$ cat config.mk
export PLATFORM = sky130hd
export DESIGN_NAME = dmem_port_arbiter
export DESIGN_NICKNAME = d
export VERILOG_FILES = /design/src/rtl/dmem_port_arbiter.sv
export SDC_FILE = /design/constraint.sdc
export NUM_CORES = 1
export LEC_CHECK = 0
export CORE_AREA = 2 2 152 154
export CTS_CLUSTER_DIAMETER = 40
export DETAILED_ROUTE_END_ITERATION = 10
export DIE_AREA = 0 0 154 156
export PLACE_DENSITY = 0.77
export SYNTH_ARGS = -nofsm -noshare
export SYNTH_HDL_FRONTEND = slang
export SYNTH_SLANG_ARGS = --single-unit
$ cat constraint.sdc
create_clock -name clk -period 2.5 [get_ports clk]
set_input_delay 0.25 -clock clk [delete_from_list [all_inputs] [get_ports clk]]
set_output_delay 0.25 -clock clk [all_outputs]
set_load 0.01 [all_outputs]
$ cat src/rtl/dmem_port_arbiter.sv
// Two-hart arbiter for the shared data-memory port: round-robin selection,
// AMO word lock with owner tracking, flush drain and a sticky lock watchdog.
module dmem_port_arbiter #(
  parameter int unsigned MAX_LOCK_CYCLES = 64
) (
  input  logic        clk,
  input  logic        rst,
  input  logic [31:0] req_addr_0,
  input  logic [31:0] req_addr_1,
  input  logic [3:0]  req_rmask_0,
  input  logic [3:0]  req_rmask_1,
  input  logic [3:0]  req_wmask_0,
  input  logic [3:0]  req_wmask_1,
  input  logic [31:0] req_wdata_0,
  input  logic [31:0] req_wdata_1,
  output logic [31:0] req_rdata_0,
  output logic [31:0] req_rdata_1,
  output logic        req_resp_0,
  output logic        req_resp_1,
  input  logic        lock_0,
  input  logic        lock_1,
  input  logic [31:0] lock_addr_0,
  input  logic [31:0] lock_addr_1,
  input  logic        flush_0,
  input  logic        flush_1,
  output logic [31:0] mem_addr,
  output logic [3:0]  mem_rmask,
  output logic [3:0]  mem_wmask,
  output logic [31:0] mem_wdata,
  input  logic [31:0] mem_rdata,
  input  logic        mem_resp,
  output logic        grant_id,
  output logic        lock_timeout
);

  localparam int unsigned WDOG_W = $clog2(MAX_LOCK_CYCLES + 1);
  localparam logic [WDOG_W-1:0] WDOG_MAX = WDOG_W'(MAX_LOCK_CYCLES);

  typedef enum logic [1:0] {
    IDLE  = 2'd0,
    BUSY  = 2'd1,
    DRAIN = 2'd2
  } state_t;

  state_t            state_q, state_d;
  logic              grant_q, grant_d;
  logic              rr_q, rr_d;
  logic [31:0]       addr_q, addr_d;
  logic [31:0]       wdata_q, wdata_d;
  logic [3:0]        rmask_q, rmask_d;
  logic [3:0]        wmask_q, wmask_d;
  logic [31:0]       rdata0_q, rdata0_d;
  logic [31:0]       rdata1_q, rdata1_d;
  logic              owner_valid_q, owner_valid_d;
  logic              owner_id_q, owner_id_d;
  logic [31:0]       owner_addr_q, owner_addr_d;
  logic [WDOG_W-1:0] wdog_q, wdog_d;
  logic              timeout_q, timeout_d;

  logic [1:0] pending, addr_hit, blocked, eligible, lock_in, flush_in;
  logic       sel_id, acq_id, release_lock, grant_flush, resp_fire;

  assign lock_in  = {lock_1, lock_0};
  assign flush_in = {flush_1, flush_0};

  // Lock match ignores byte offset: the whole word is protected.
  always_comb begin
    pending[0]  = (|(req_rmask_0 | req_wmask_0)) && !flush_0;
    pending[1]  = (|(req_rmask_1 | req_wmask_1)) && !flush_1;
    addr_hit[0] = ((req_addr_0 ^ owner_addr_q) & 32'hFFFF_FFFC) == 32'h0;
    addr_hit[1] = ((req_addr_1 ^ owner_addr_q) & 32'hFFFF_FFFC) == 32'h0;
    blocked[0]  = (owner_valid_q && owner_id_q && addr_hit[0])
               || (lock_0 && !(owner_valid_q && !owner_id_q));
    blocked[1]  = (owner_valid_q && !owner_id_q && addr_hit[1])
               || (lock_1 && !(owner_valid_q && owner_id_q));
    eligible     = pending & ~blocked;
    sel_id       = (eligible == 2'b11) ? rr_q : eligible[1];
    acq_id       = (lock_in == 2'b11) ? rr_q : lock_in[1];
    release_lock = owner_valid_q && (!lock_in[owner_id_q] || flush_in[owner_id_q]);
    grant_flush  = flush_in[grant_q];
    resp_fire    = (state_q == BUSY) && mem_resp && !grant_flush;
  end

  always_comb begin
    state_d       = state_q;
    grant_d       = grant_q;
    rr_d          = rr_q;
    addr_d        = addr_q;
    wdata_d       = wdata_q;
    rmask_d       = rmask_q;
    wmask_d       = wmask_q;
    rdata0_d      = rdata0_q;
    rdata1_d      = rdata1_q;
    owner_valid_d = owner_valid_q;
    owner_id_d    = owner_id_q;
    owner_addr_d  = owner_addr_q;
    wdog_d        = wdog_q;
    timeout_d     = timeout_q;

    case (state_q)
      IDLE: begin
        if (|eligible) begin
          state_d = BUSY;
          grant_d = sel_id;
          rr_d    = ~sel_id;
          addr_d  = sel_id ? req_addr_1  : req_addr_0;
          wdata_d = sel_id ? req_wdata_1 : req_wdata_0;
          rmask_d = sel_id ? req_rmask_1 : req_rmask_0;
          wmask_d = sel_id ? req_wmask_1 : req_wmask_0;
        end
      end
      BUSY: begin
        if (mem_resp) begin
          state_d = IDLE;
          rmask_d = '0;
          wmask_d = '0;
        end else if (grant_flush) begin
          state_d = DRAIN;
        end
      end
      DRAIN: begin
        if (mem_resp) begin
          state_d = IDLE;
          rmask_d = '0;
          wmask_d = '0;
        end
      end
      default: begin
        state_d = IDLE;
        rmask_d = '0;
        wmask_d = '0;
      end
    endcase

    if (resp_fire && !grant_q) rdata0_d = mem_rdata;
    if (resp_fire && grant_q)  rdata1_d = mem_rdata;

    // Arbitration above saw the pre-update owner; ownership changes land next cycle.
    if (owner_valid_q) begin
      if (wdog_q == WDOG_MAX) timeout_d = 1'b1;
      if (release_lock) begin
        owner_valid_d = 1'b0;
        wdog_d        = '0;
      end else if (wdog_q != WDOG_MAX) begin
        wdog_d = wdog_q + WDOG_W'(1);
      end
    end else if (|lock_in) begin
      owner_valid_d = 1'b1;
      owner_id_d    = acq_id;
      owner_addr_d  = acq_id ? lock_addr_1 : lock_addr_0;
      wdog_d        = '0;
    end
  end

  always_ff @(posedge clk) begin
    if (rst) begin
      state_q       <= IDLE;
      grant_q       <= 1'b0;
      rr_q          <= 1'b0;
      addr_q        <= '0;
      wdata_q       <= '0;
      rmask_q       <= '0;
      wmask_q       <= '0;
      rdata0_q      <= '0;
      rdata1_q      <= '0;
      owner_valid_q <= 1'b0;
      owner_id_q    <= 1'b0;
      owner_addr_q  <= '0;
      wdog_q        <= '0;
      timeout_q     <= 1'b0;
    end else begin
      state_q       <= state_d;
      grant_q       <= grant_d;
      rr_q          <= rr_d;
      addr_q        <= addr_d;
      wdata_q       <= wdata_d;
      rmask_q       <= rmask_d;
      wmask_q       <= wmask_d;
      rdata0_q      <= rdata0_d;
      rdata1_q      <= rdata1_d;
      owner_valid_q <= owner_valid_d;
      owner_id_q    <= owner_id_d;
      owner_addr_q  <= owner_addr_d;
      wdog_q        <= wdog_d;
      timeout_q     <= timeout_d;
    end
  end

  assign mem_addr     = addr_q;
  assign mem_wdata    = wdata_q;
  assign mem_rmask    = rmask_q;
  assign mem_wmask    = wmask_q;
  assign grant_id     = grant_q;
  assign lock_timeout = timeout_q;
  assign req_resp_0   = resp_fire && !grant_q;
  assign req_resp_1   = resp_fire && grant_q;
  assign req_rdata_0  = req_resp_0 ? mem_rdata : rdata0_q;
  assign req_rdata_1  = req_resp_1 ? mem_rdata : rdata1_q;

endmodule

# == Yosys cells after proc, flatten, opt, wreduce, memory -nomap -nowiden ==
# Cells that the tools add are included.
# totals
reg_bits,182
# op_classes
add_sub_neg,1
n_lt_le_gt_ge,2
eq_ne,11
n_mux,32
n_bitwise,8
reduce_logical,39
# op_table
operator,count
$mux 32,5
$logic_not 32->1,2
$xor 32x32->32,2
$mux 7,4
$mux 4,5
$pmux 4 s2,2
$logic_and 1x1->1,13
$mux 1,11
$reduce_and 2->1,5
$logic_not 1->1,8
$mux 2,4
$or 4x4->4,2
$reduce_or 4->1,2
$add 7x1->7 const B,1
$eq 7x7->1 const B,1
$ne 7x7->1 const B,1
$eq 2x2->1 const B,3
$pmux 2 s3,1
$reduce_or 2->1,3
$lt 1x2->1 const B,2
$ne 2x2->1 const B,2
$logic_or 1x1->1,3
$ne 3x1->1 const B,1
$ne 3x3->1 const B,1
8 further kinds,9

# == Depth between registers and ports, before layout ==
# Gate-level depths: netlist of run 1.
# logic_depth
depth_word,12
mapped_depth,9
mapped_depth_nobuf,9

# == Worst setup path before layout of run 1 ==
# No wires, ideal clock.
# synth_path
path_type,reg-to-reg
startpoint,register state_q[1]
endpoint,register rdata0_q[10]
setup_ns,0.128
arrival_time_ns,1.992
required_time_ns,2.372
path_slack_ns,0.379
stages_incl_launch_ff,8
path_buffers,1
period_less_slack_ns,2.121
path_cell_list,dfxtp_1 > inv_1 > ha_1 > nand2_1 > nor3_1 > clkbuf_1 > mux2_2 > nor2b_1
# synth_between
elab_chain_len,5
# synth_lines
item,line,rtl
"start, declared",45,"state_t state_q, state_d;"
"start signal, assigned",172,state_q <= state_d;
$eq 2x1->1,81,resp_fire = (state_q == BUSY) && mem_resp && !grant_flush;
$logic_and 1x1->1 (2 in series),81,
$logic_and 1x1->1,--,
net req_resp_0,18,"output logic req_resp_0,"
$mux 32,--,
net req_rdata_0[10],16,"output logic [31:0] req_rdata_0,"
"end signal, assigned",179,rdata0_q <= rdata0_d;
"end, declared",52,"logic [31:0] rdata0_q, rdata0_d;"
# The timed path passes the listed nets, and every way through them passes these cells.
# A chain may end at the register's enable or synchronous reset.

# == Final worst setup path of run 1 ==
# layout_path
startpoint,register owner_id_q
endpoint,"register addr_q[26], in the netlist mem_addr[26]"
# layout_between
elab_chain_len,10
elab_cells_between_ends,18
# layout_lines
item,line,rtl
"start, declared",55,"logic owner_id_q, owner_id_d;"
"start signal, assigned",182,owner_id_q <= owner_id_d;
$logic_not 1->1,"73, 74",
$logic_and 1x1->1,"73, 74",
$logic_not 1->1,73,|| (lock_0 && !(owner_valid_q && !owner_id_q));
$logic_and 1x1->1,73,
$logic_or 1x1->1,73,
$not 2->2 *,76,eligible = pending & ~blocked;
$and 2x2->2 *,76,
$eq 2x2->1,77,sel_id = (eligible == 2'b11) ? rr_q : eligible[1];
$mux 1,77,
$mux 32,106,addr_d = sel_id ? req_addr_1 : req_addr_0;
"end signal, assigned",175,addr_q <= addr_d;
"end, declared",48,"logic [31:0] addr_q, addr_d;"
# Every way passes the cells marked *; elsewhere a longest branch is shown, timed or not.

==> results of run 1 <==
## per-layer routing
| metal | vias up | share of wire, % |
|---|---|---|
| li1 | 3818 | - |
| met1 | 3803 | 42 |
| met2 | 273 | 48 |
| met3 | 51 | 6.4 |
| met4 | 0 | 3.1 |
| met5 | - | 0 |
## layout by cell type, fill, tap and decap left out, types with 10 or more instances in the layout
cell               n
a211oi_1          32
a221o_1           38
a221o_2           27
and2_1            59
buf_12            10
buf_4             42
clkbuf_16         22
clkdlybuf4s50_1  317
dfxtp_1          175
dlygate4sd2_1     40
dlymetal6s2s_1    24
mux2_2            32
mux2i_1           39
nand2_1          101
nand4_1           13
nor2_1            42
nor2b_1           64
nor4_1            11
xnor2_1           23
xor2_1            36
## flip-flops by register name (all words and copies together) (netlist names), 2 cells and up
register      flops
mem_addr         32
state_q           2
wdog_q            7
mem_wdata        32
owner_addr_q     30
rdata0_q         32
mem_wmask         4
mem_rmask         4
rdata1_q         32
## report_power, final
| group | internal (mW) | switching [mW] | total, mW |
|---|---|---|---|
| Sequential | 3.07 | 0.157 | 3.23 |
| Combinational | 1.07 | 0.748 | 1.82 |
| Clock | 1.63 | 1.23 | 2.86 |
## cell families (layout without fill, tap and decap cells)
kind of cell / count (synthesis) / in the layout / share of synthesized area [%]
compound gates: 130 / 130 / 14.6
xor+xnor: 64 / 64 / 6.84
fa+ha+maj: 5 / 5 / 0.763
buf+inv: 60 / 490 / 3.88
flops: 180 / 180 / 43.9
mux: 71 / 71 / 9.16
other cells: 0 / 9 / 0
simple gates: 326 / 326 / 20.9
## how the worst min path moves through the flow
| stage | start | to | slack [ns] | cells after the start |
|---|---|---|---|---|
| floorplan | req_addr_1[30] | mem_addr[30] | 0.39 | 1 |
| global placement | mem_rmask[3] | mem_rmask[3] | 0.45 | 1 |
| detailed placement | mem_wmask[3] | mem_wmask[3] | 0.46 | 1 |
| CTS | req_wdata_1[17] | mem_wdata[17] | 0.41 | 2 |
| global route | req_wdata_1[28] | mem_wdata[28] | 0.42 | 2 |
| finish | req_wdata_1[17] | mem_wdata[17] | 0.43 | 2 |
## per-stage QoR
| stage | TNS [ns] | hold slack, ns |
|---|---|---|
| after floorplan | 0 | 0.388 |
| after global placement | -26.00 | 0.448 |
| after detailed placement | -28.49 | 0.457 |
| after CTS | 0 | 0.410 |
| after global routing | -0.0633 | 0.415 |
| final | 0 | 0.427 |
## area by class of cell
cell class,count,area [µm²],share of cell area [%]
Antenna cell,9,22.5,0.165
Clock buffer,20,447,3.27
Clock inverter,12,169,1.24
Inverter,11,41.3,0.303
Multi-Input combinational cell,596,4410,32.3
Sequential cell,180,3610,26.5
Tap cell,285,357,2.61
Timing Repair Buffer,447,4580,33.6
## worst register-to-register path, cell delays in order, from the launching register on
cell and delay, ns:
dfxtp_1 0.34, nand2b_2 0.21, buf_4 0.15, nand4b_1 0.16, nor4_1 0.46, and3_1 0.27, o21ai_2 0.09, a21oi_4 0.19
buf_12 0.28, a221o_1 0.23
## synth_stat cells (4+ instances only)
library cell    n  area (µm²)
nand3_1         4        20.0
nor2_1         43         161
xor2_1         37         324
a211oi_1       32         240
nor2b_1        64         400
nor3_1          4        20.0
nand2_1       101         379
inv_1          11        41.3
dfxtp_1       180        3600
nand4_1        13        81.3
clkbuf_2        6        30.0
buf_6           7        78.8
a221o_1        38         380
buf_4           6        45.0
xnor2_1        27         236
o2bb2ai_1       8        70.1
nor4_1         15        93.8
clkbuf_1       28         105
mux2i_1        39         390
mux2_2         32         360
a221o_2        27         304
a21oi_1         6        30.0
and2_1         60         375
and2_2          4        30.0
ha_1            5        62.6
## repair_timing
action / CTS / global route
pin swaps: 1 / 10
buffers inserted: 2 / 4
setup endpoints to repair: 137 / 130
resized for setup: 47 / 49
cloned: 1 / 6
==> flow_summary.ini, run 1 <==
[route]
wl_per_cell_um = 19.7
drtAntennaViolNets = 0
totalWireLength_um = 30700
drt_iter0_markers = 487
first_pass_iters = 5
drc = 0
vias = 7945
vias_per_cell = 5.09

[critical_path]
critPathRequiredTime_ns = 2.86
crit_slowest_cell = nor4_1
cp.arrival_ns = 2.80
path_class = reg2reg
reg2reg_depth = 9
cp-startpoint = owner_id_q
startpoint_type = flop
endpoint_kind = flop
crit_chain = nand2b_2, buf_4, nand4b_1, nor4_1, and3_1, o21ai_2, a21oi_4, buf_12, a221o_1
crit_buf_inv = 2
r2r_start = owner_id_q
slowest_delay_ns = 0.46
critPathCapture = mem_addr[26]
rrSetupSlack_ns = 0.06
crit_family = simple AND/OR/NAND/NOR gates
crit_path_max_fanout = 51
r2r-end = mem_addr[26]
crit_cells = 9

[final_layout]
drive_gt1_share_pct = 15.5
syn_to_final_growth_pct = 66.4
fill_cells = 1892
final_area_um2 = 13600
nets = 1505
fin_cells = 1560
fin_util_pct = 61.0

[global_routing]
globalRouteTotalUtil_pct = 23.9
gr-total-overflow = 0
grt_max_degree = 68
grt_pass1_vias = 7578
grt_pass1_wl_um = 44000
grt_use_met3_pct = 5.83
grt_busiest_layer = met2
antenna_found_initial = 8
met2_usage_pct = 40.2
grt_use_met1_pct = 29.3

[logic_synthesis]
syn_avg_cell_area_um2 = 9.81
ys_warn_count = 0
synth_seq_cells = 180
synth_nets = 1088
synth-seq-area-share_pct = 43.9
syn-instance-count = 836
syn-cell-area_um2 = 8200
synth_edf_count = 0
yosysUniqueCellTypes = 54
synthArstFlopShare_pct = 0
ys.flop_type = dfxtp_1

[clock_tree]
worstSkewPairLatency_ns = 0.43
root_buffer = clkbuf_16
clockBufferDepth = 2
cts_htree_levels = 4
cts_buffers = 17
clock_sinks = 180
path_clk_slew_ns = 0.08
tritoncts = built
cts_hold_buf = 0

[sta]
drv_slew = 0
period_minus_slack_ns = 2.44
max_slew_margin_pct = 47.6
finalSetupViolCount = 0
clock.fmax_mhz = 410
tightest_slew_ns = 0.786
skew_ns = 0.0125
hold_viol = 0
fin_ws_ns = 0.0597
period_share_pct = 97.6

[run]
drv_cap = 0

[place]
placedCellCount = 1506
gp_routability_congestion = 0.894
placed_cell_area_um2 = 12700
post-dp-hpwl_um = 22800
io_buffer_count = 382
post-place-ws_ns = -0.423

[die]
dieArea_um2 = 24000
die_h_um = 156
pin_count = 387
placementRows = 55
dieWidth_um = 154
core_area_um2 = 22400
initial_utilization_pct = 36.7

[pwr]
p_total_mw = 7.91
powerDensity_nw_per_um2 = 579
leakage_nw = 6.14
irDropWorstVdd_v = 0.000438

[min_path]
hold_path.class = in2reg

[outcome]
outcome = finished, final reports clean
Power figures use the tool's default switching activity.
==> inputs of run 2 (changes only) <==
MAX_ROUTING_LAYER = met4   (was unset)
==> run 2 against run 1 <==
Count of clock-buffer cells in the layout stayed put. Final cell count hardly changed. Worst hold slack lost 0.054 ns. Largest cell class unchanged. Highest routed layer unchanged.
==> flow_summary.ini, run 2 (synthesized netlist as in run 1, its figures left out) <==
[clock_tree]
clockBufferDepth = 2
cts_htree_levels = 4
root_buffer = clkbuf_16
path_clk_slew_ns = 0.07
tritoncts = built
worstSkewPairLatency_ns = 0.43
clock_sinks = 180
cts_buffers = 17

[critical_path]
crit_family = buffers and inverters
rrSetupSlack_ns = 0.12
slowest_delay_ns = 0.56
startpoint_type = flop
crit_buf_inv = 4
path_class = reg2out
endpoint_kind = primary output
crit_chain = inv_2, ha_4, nand4b_1, inv_2, buf_12, nand2_1, nand2_1, clkdlybuf4s50_1
crit_path_max_fanout = 17
crit_slowest_cell = clkdlybuf4s50_1
critPathRequiredTime_ns = 2.25
cp.arrival_ns = 2.20

[route]
drc = 0
vias_per_cell = 5.14
drtAntennaViolNets = 0
totalWireLength_um = 31600
drt_iter0_markers = 554
vias = 8014
first_pass_iters = 5
wl_per_cell_um = 20.3

[sta]
finalSetupViolCount = 0
fin_ws_ns = 0.0479
period_share_pct = 98.1
max_slew_margin_pct = 45.6
drv_slew = 0
skew_ns = 0.0139
setup_tns_ns = 0
hold_viol = 0
period_minus_slack_ns = 2.45
clock.fmax_mhz = 408
tightest_slew_ns = 0.816

[place]
post-dp-hpwl_um = 23000
placed_cell_area_um2 = 12700
post-place-ws_ns = -0.377
io_buffer_count = 382
gp_routability_congestion = 0.927

[final_layout]
final_area_um2 = 13600
final_common_cell = clkdlybuf4s50_1
syn_to_final_growth_pct = 65.6
drive_gt1_share_pct = 15.4
layout_common_cells = clkdlybuf4s50_1 (330), dfxtp_1 (176), nand2_1 (101), nor2b_1 (64), and2_1 (60)
nets = 1508

[pwr]
p_comb_share_pct = 23.7
irDropWorstVdd_v = 0.000331
p_total_mw = 7.67
p_switching_mw = 2.17
powerDensity_nw_per_um2 = 565
leakage_nw = 5.90
seq_power_share_pct = 42.2
p_sw_share_pct = 28.3
pwr-share-clk_pct = 34.2
p_int_mw = 5.50

[outcome]
outcome = finished, final reports clean

[die]
core_area_um2 = 22400
dieArea_um2 = 24000
die_h_um = 156
placementRows = 55
dieWidth_um = 154
pin_count = 387
initial_utilization_pct = 36.7

[run]
drv_cap = 0

[global_routing]
grt_max_degree = 73
globalRouteTotalUtil_pct = 25.3
gr-total-overflow = 0
antenna_found_initial = 5
grt_pass1_vias = 7817
grt_pass1_wl_um = 45300

[min_path]
hold_path.class = in2reg
[run 2: metrics by stage]
step           hold slack (ns)  util [%]  cells
2_1_floorplan            0.388         -    836
3_3_place_gp             0.450      56.6   1508
5_1_grt                  0.382      60.7   1559
6_report                 0.373      60.7   1559
3_5_place_dp             0.451      56.6   1508
4_1_cts                  0.364      59.4   1543
[run 2: layout make-up]
class / instances / area [µm²]
Antenna cell: 5 / 12.5
Clock buffer: 20 / 457
Clock inverter: 12 / 106
Fill cell: 1890 / 8790
Inverter: 11 / 41.3
Multi-Input combinational cell: 596 / 4380
Sequential cell: 180 / 3610
Tap cell: 285 / 357
Timing Repair Buffer: 450 / 4610
[run 2: what timing repair did]
action | CTS | global route
hold buffers | 0 | 0
pin swaps | 2 | 6
setup endpoints to repair | 94 | 136
cloned | 1 | 5
gates resized for setup | 45 | 48
setup buffers | 2 | 6
[run 2: power by group through the flow]
| stage | clock [mW] | sequential, mW | combinational, mW |
|---|---|---|---|
| detailed placement | 0 | 3.29 | 1.76 |
| floorplan | 0 | 3.31 | 0.677 |
| global placement | 0 | 3.28 | 1.74 |
| global route | 2.79 | 3.25 | 1.93 |
| finish | 2.62 | 3.23 | 1.81 |
| CTS | 2.68 | 3.23 | 1.76 |
[run 2: worst reg2reg max path: stages (launching register included)]
cell,delay (ns)
dfxtp_1,0.32
buf_4,0.13
xor2_1,0.20
nor4_1,0.34
nand4_1,0.23
o21ai_4,0.28
o211ai_1,0.13
buf_4,0.17
nor2_8,0.11
buf_12,0.22
a221o_1,0.20
[run 2: final timing paths]
check	from	end	depth (start not counted)
worst min register to register	mem_wmask[3]	mem_wmask[3]	1
worst max-delay path	state_q[1]	req_rdata_1[0]	8
worst max register to register	owner_addr_q[24]	mem_addr[24]	10
worst min-delay path	rst	grant_id	3
[run 2: routing by layer]
layer	up-vias	GRT usage (%)	part of all wire, %
met4	0	10.1	3.5
met3	66	5.58	6.3
met1	3811	29.9	42
li1	3814	-	-
met5	-	-	0
met2	323	41.8	48
